[src/rtl/fifo.sv]
// Single-clock FIFO with one-cycle registered read data.
// full/empty are decoded from an occupancy counter, so no extra pointer bit is needed to tell them apart.
module fifo #(
  parameter int depth     = 32,
  parameter int width     = 64,
  parameter int ptr_width = 5
) (
  input  logic             clk,
  input  logic             rst,
  input  logic             we,
  input  logic             re,
  input  logic [width-1:0] data_in,
  output logic [width-1:0] data_out,
  output logic             full,
  output logic             empty
);

  localparam logic [ptr_width:0]   C_DEPTH   = (ptr_width + 1)'(depth);
  localparam logic [ptr_width:0]   C_CNT_0   = (ptr_width + 1)'(0);
  localparam logic [ptr_width:0]   C_CNT_1   = (ptr_width + 1)'(1);
  localparam logic [ptr_width-1:0] C_PTR_0   = (ptr_width)'(0);
  localparam logic [ptr_width-1:0] C_PTR_1   = (ptr_width)'(1);
  localparam logic [width-1:0]     C_DATA_0  = (width)'(0);

  logic [ptr_width-1:0] write_ptr;
  logic [ptr_width-1:0] read_ptr;
  logic [ptr_width:0]   count;
  logic [width-1:0]     r_mem [0:depth-1];

  logic w_wr_en;
  logic w_rd_en;

  // Status decode and accept qualification; a full FIFO rejects writes, an empty one rejects reads.
  always_comb begin
    full    = (count == C_DEPTH);
    empty   = (count == C_CNT_0);
    w_wr_en = we & ~full;
    w_rd_en = re & ~empty;
  end

  // Storage array; left uncleared, stale words become unreachable once the pointers reset.
  always_ff @(posedge clk) begin
    if (w_wr_en && rst) begin
      r_mem[write_ptr] <= data_in;
    end
  end

  // Pointer, occupancy and registered read-data state.
  always_ff @(posedge clk or negedge rst) begin
    if (!rst) begin
      write_ptr <= C_PTR_0;
      read_ptr  <= C_PTR_0;
      count     <= C_CNT_0;
      data_out  <= C_DATA_0;
    end else begin
      if (w_wr_en) begin
        write_ptr <= write_ptr + C_PTR_1;
      end else begin
        write_ptr <= write_ptr;
      end

      if (w_rd_en) begin
        read_ptr <= read_ptr + C_PTR_1;
        data_out <= r_mem[read_ptr];
      end else begin
        read_ptr <= read_ptr;
        data_out <= data_out;
      end

      // Simultaneous accepted read and write leave occupancy unchanged.
      case ({w_wr_en, w_rd_en})
        2'b10:   count <= count + C_CNT_1;
        2'b01:   count <= count - C_CNT_1;
        default: count <= count;
      endcase
    end
  end

endmodule

[config.mk]
export PLATFORM = sky130hd
export DESIGN_NAME = fifo
export DESIGN_NICKNAME = d
export VERILOG_FILES = /design/src/rtl/fifo.sv
export SDC_FILE = /design/constraint.sdc
export NUM_CORES = 2
export LEC_CHECK = 0
export BUFFER_PORTS_ARGS = -buffer_cell sky130_fd_sc_hd__clkbuf_2
export CAP_MARGIN = 20
export CORE_MARGIN = 2
export CORE_UTILIZATION = 55
export CTS_CLUSTER_SIZE = 40
export DETAILED_ROUTE_END_ITERATION = 12
export GPL_TIMING_DRIVEN = 1
export PLACE_DENSITY = 0.8
export REMOVE_ABC_BUFFERS = 1
export SLEW_MARGIN = 20
export SYNTH_ARGS = -nofsm -noshare
export SYNTH_HDL_FRONTEND = slang
export SYNTH_SLANG_ARGS = --single-unit
export TNS_END_PERCENT = 20
[constraint.sdc]
create_clock -name clk -period 12.9 [get_ports clk]
set_clock_uncertainty 0.1 [all_clocks]
set_input_delay 3.87 -clock clk [delete_from_list [all_inputs] [get_ports clk]]
set_output_delay 3.87 -clock clk [all_outputs]
set_load 0.05 [all_outputs]
---- After elaboration in Yosys (flattened, before gate mapping) ----
Memory sizes are Yosys's and may differ from the RTL's. A register that Yosys moved wholly into a read port is not among the register bits.
Index checks and enable logic that the tools add are counted.
word-level totals
  memory bits (writable) .................. 2,048
  flip-flop bits (word level) ............. 16
  memories kept ........................... 1
  word-level logic and storage cells ...... 22
memories
  memory  words  width  rd ports  clocked after Yosys merged registers in  write ports  RTL line  source
  r_mem   32     64     1         1                                        1            28        logic [width-1:0] r_mem [0:depth-1];
cells by class
  bitwise gates (word level) .............. 4
  reductions and logical operators ........ 4
  equal/unequal tests ..................... 3
  add/sub/neg operators ................... 4
  multiplexer cells ....................... 3
operator list
  cell                   count
  $pmux W6 S2            1
  $add A5 B1 Y5 const B  2
  $add A6 B1 Y6 const B  1
  $eq A6 B6 Y1 const B   1
  $logic_not A6 Y1       1
  $sub A6 B1 Y6 const B  1
  $and A1 B1 Y1          2
  $eq A2 B1 Y1 const B   1
  $eq A2 B2 Y1 const B   1
  $mux W1                2
  $not A1 Y1             2
  $reduce_bool A2 Y1     1
  $logic_and A1 B1 Y1    1
  $logic_not A1 Y1       1

---- Depth between registers and ports, before layout ----
  depth after elaboration ................. 6
  depth in mapped cells ................... 13

---- Worst setup path after synthesis ----
Ideal clock, no wire load.
  path kind ............................... input -> register
  start ................................... in we
  end ..................................... mem r_mem[12][0] (enable)
  cell stages on the path ................. 4
  arrival time ............................ 7.362 ns
  path buffers ............................ 1
  setup slack ............................. 4.951 ns
  required time ........................... 12.313 ns
  setup time .............................. 0.487 ns
  cell sequence ........................... a21boi_0 clkbuf_1 nand3_1 nor2_1
between the ends
  cells in the longest elaborated chain, start to end .. 4
ends and longest elaborated chain
  item                           RTL line  source
  from (decl)                    10        input logic we,
  $and A1 B1 Y1                  37        w_wr_en = we & ~full;
  $logic_and A1 B1 Y1            43        if (w_wr_en && rst) begin
  $mux W1                        43
  $mux W1 (implied by the code)  44        r_mem[write_ptr] <= data_in;
  to (decl)                      28
No other way between the ends.

---- Worst setup path in the final report ----
  start ................................... in we
  end ..................................... mem r_mem[16][53] (enable)
Same word-level chain as after synthesis.

==> reports/results.md <==
| Quantity | Reported |
|:---|:---|
| Core Footprint | 148000 um^2 |
| Largest voltage drop on the vdd net | 0.0001820 V |
| Mean Syn Cell Area | 20.90 um^2 |
| Syn. warnings | 0 |
| Relative slew slack | 0.2029 |
| Number of max-capacitance violations reported | 0 |
| GRT met1 Usage | 0.3700 |
| Total routed wirelength | 201200 um |
| Number of buffers on the longest clock path | 3 |
| Final-layout setup total negative slack | 0 ns |
| Hold Path Stages | 2 |
| Worst Min Path Start | data_out[28]$_DFFE_PN0P_ |
| Vias per cell | 6.719 |
| Setup repair bufs after CTS | 0 |
| Most frequently used cell type in the post-synthesis netlist | sky130_fd_sc_hd__edfxtp_1 |
| Skew-Pair Late Insertion Delay | 0.85 ns |
| Fraction of post-synthesis cell area in the top cell type by area | 0.7480 |
| Asr flop ratio synth | 0.03759 |
| Number of I/O port buffers | 133 |
| Proportion of synthesized chip area in sequential cells | 0.7724 |
| Crit path required time | 13.25 ns |
| Starting density of the core | 0.5555 |
| Post-synth top area cell | sky130_fd_sc_hd__edfxtp_1 |
| Setup violators final | 0 |
| CP max FO | 37 |
| H-tree depth | 4 |
| Final period util | 0.5221 |
| Total of hold buffers inserted after clock tree synthesis | 0 |
| Total area of multi-input combinational cells | 17440 um^2 |
| Capturing element type of the critical path | flip-flop |
| Least-Margin Pin Slew | 1.196 ns |
| Grt met2 use | 0.4198 |
| Total via count after detailed routing | 41.81k |
| Placed Area | 84770 um^2 |
| Final max-slew violation count | 0 |
| Number of buffers created by CTS | 197 |
| Final core utilization | 0.6170 |
| Element type at the critical path start | primary input |
| M3 GR Usage | 0.05227 |
| Cell count of the worst reg-to-reg path | 7 |
| GR peak layer | met2 |
| Number of core rows | 141 |
| Resized cells post-CTS | 0 |
| Endpoint arrival time on the critical path | 7.08 ns |
| FF-to-FF Start | read_ptr[1]$_DFFE_PN0P_ |
| Die footprint | 152600 um^2 |
| Power per unit of standard cell area | 210.9 nW/um^2 |
| Final hold vios | 0 |
| Ports | 134 |
| End of the worst register-to-register path | data_out[23]$_DFFE_PN0P_ |
| CTS tree | done |
| Total global routing overflow | 0 |
| Fraction of final layout cells with drive strength greater than 1 | 0.2308 |
| DRC violations left | 2 |
| Final standard cell area without fillers | 91330 um^2 |
| Terminating pin of the worst hold path | data_out[28]$_DFFE_PN0P_ |
| Placed Instances | 5845 |
| Status | finished with violations |
| Final nets | 4196 |
| Leakage | 29.53 nW |
| Type of the worst setup path | in2reg |
| Post-detailed-placement half-perimeter wirelength | 105700 um |
| Number of antenna violations at the first check in global routing | 3 |
| TritonRoute pass-1 iters | 9 |
| Final weighted congestion in routability-driven placement | 0.8034 |
| Clock slew seen by the registers of the worst setup and hold paths | 0.06 ns |
| Number of filler cells placed in the layout | 9438 |
| Root Driver | sky130_fd_sc_hd__clkbuf_16 |
| Most frequent cells after synthesis | 2048 x sky130_fd_sc_hd__edfxtp_1, 303 x sky130_fd_sc_hd__mux4_2, 302 x sky130_fd_sc_hd__mux2i_1 |
| Flop-to-flop setup slack | 7.95 ns |
| Post-route minimum period | 6.735 ns |
| First-pass GRT wire length | 290900 um |
| Post-synth EDFFs | 2048 |
| Post-detailed-route wirelength per cell | 32.34 um |
| Number of unique standard cell types used by synthesis | 54 |
| Design Power | 0.01926 W |
| FF/Latch Area | 63520 um^2 |
| Cell Count, Final, Fillers Out | 6222 |
| Antenna viol nets, final | 0 |
| Fmax | 0.1485 GHz |
| Violated checks | DRC |
| Largest net degree at the start of global routing | 152 |
| Clk sink count | 2128 |
| Area of the mapped netlist | 82220 um^2 |
| Worst hold path type | reg2reg |
| Top cells by area, synth | sky130_fd_sc_hd__edfxtp_1 75%, sky130_fd_sc_hd__mux4_2 8.3%, sky130_fd_sc_hd__mux2i_1 3.7% |
| DRC marker count from the first detailed-route iteration | 6671 |
| Die Span Y | 390.6 um |
| Area growth, synth to finish | 11.09% |
| Post-synthesis cell count | 3934 |
| Vias in the first global route | 41.68k |
| Yosys reg bits | 2128 |
| Unrepaired setup endpoints after global routing | false |
| Overall die width | 390.6 um |
| Most used flip-flop cell after synthesis | sky130_fd_sc_hd__edfxtp_1 |
| Total global routing track utilization | 0.2643 |
==> through the flow <==
stage	hold WS [ns]	setup slack, ns
3_3_place_gp	0.3697	5.336
4_1_cts	0.3914	6.185
2_1_floorplan	0.3693	-12.68
6_report	0.3897	6.165
5_1_grt	0.4209	6.114
3_5_place_dp	0.3762	5.271
==> worst max-delay path, cell delays in order <==
cell and delay (ns):
sky130_fd_sc_hd__clkbuf_2 0.07, sky130_fd_sc_hd__a21boi_0 0.22, sky130_fd_sc_hd__buf_4 0.27, sky130_fd_sc_hd__nand3_1 0.68
sky130_fd_sc_hd__nor2_4 0.65, sky130_fd_sc_hd__buf_4 0.42, sky130_fd_sc_hd__buf_4 0.81
==> cells by family (layout without fill, tap and decap cells) <==
logic type,Yosys count,count (layout),synth area share
other,0,3,0
DFF,2128,2128,0.7724
buffers and inverters,239,594,0.01869
AOI/OAI and AO/OA,488,488,0.04310
and+or+nand+nor,329,329,0.01942
adders and majority gates,11,11,0.001765
muxes,726,726,0.1433
xor gates and xnor gates,13,13,0.001385
==> how the worst max path moves through the flow <==
stage                                to                    start
6_report        r_mem[16][53]$_DFFE_PP_                       we
3_3_place_gp     r_mem[5][41]$_DFFE_PP_                       we
5_1_grt          r_mem[5][30]$_DFFE_PP_                       we
2_1_floorplan  data_out[13]$_DFFE_PN0P_  read_ptr[1]$_DFFE_PN0P_
4_1_cts          r_mem[5][30]$_DFFE_PP_                       we
3_5_place_dp     r_mem[5][41]$_DFFE_PP_                       we
==> cells in the final DEF, fill, tap and decap left out, drive strengths merged, types with 2 or more instances in the layout <==
| cell type | synthesis | final |
|---|---|---|
| edfxtp | 2048 | 2048 |
| clkbuf | 60 | 406 |
| mux4 | 341 | 341 |
| mux2i | 302 | 302 |
| o22ai | 130 | 130 |
| nor2 | 101 | 101 |
| a211oi | 94 | 94 |
| a21oi | 88 | 88 |
| nand2 | 85 | 85 |
| o21ai | 85 | 85 |
| mux2 | 83 | 83 |
| buf | 170 | 82 |
| dfrtp | 80 | 80 |
| nor2b | 74 | 74 |
| clkinv | 0 | 74 |
| o41ai | 62 | 62 |
| nand3 | 30 | 30 |
| o22a | 23 | 23 |
| inv | 9 | 16 |
| bufinv | 0 | 14 |
| xnor2 | 10 | 10 |
| ha | 10 | 10 |
| nand3b | 6 | 6 |
| nand4 | 5 | 5 |
| or4 | 4 | 4 |
| diode | 0 | 3 |
| xor2 | 3 | 3 |
| nor3 | 3 | 3 |
| nand2b | 3 | 3 |
| nor3b | 3 | 3 |
| and2 | 2 | 2 |
| or3b | 2 | 2 |
| or3 | 2 | 2 |
| or4b | 2 | 2 |
| a21o | 2 | 2 |
| nor4 | 2 | 2 |
| clkinvlp | 0 | 2 |
==> final cells by class <==
type | instances | share of cell area
Clock buffer | 274 | 0.06036
Inverter | 9 | 0.0003699
Multi-Input combinational cell | 1567 | 0.1910
Sequential cell | 2128 | 0.6955
Tap cell | 1930 | 0.02644
Clock inverter | 97 | 0.01058
Antenna cell | 3 | 0.00008220
Timing Repair Buffer | 214 | 0.01567
==> state kept, by name, summed over array words and instances, names as in the netlist <==
register,flops
write_ptr,5
r_mem,2048
data_out,64
count,6
read_ptr,5
==> where the power goes <==
group / switching (W) / internal [W] / total (W)
Combinational: 0.00319 / 0.00199 / 0.00518
Clock: 0.00252 / 0.00328 / 0.00580
Sequential: 0.000356 / 0.00793 / 0.00828
Total: 0.00607 / 0.0132 / 0.0193
==> layer usage <==
| metal | wire [um] | vias to the layer above | part of all wire |
|---|---|---|---|
| li1 | - | 16680 | - |
| met1 | 73600 | 21640 | 0.37 |
| met2 | 97770 | 3064 | 0.49 |
| met3 | 22690 | 414 | 0.11 |
| met4 | 7148 | 4 | 0.036 |
| met5 | 20 | - | 0.000099 |
No activity file was read; power rests on OpenSTA's default activity.
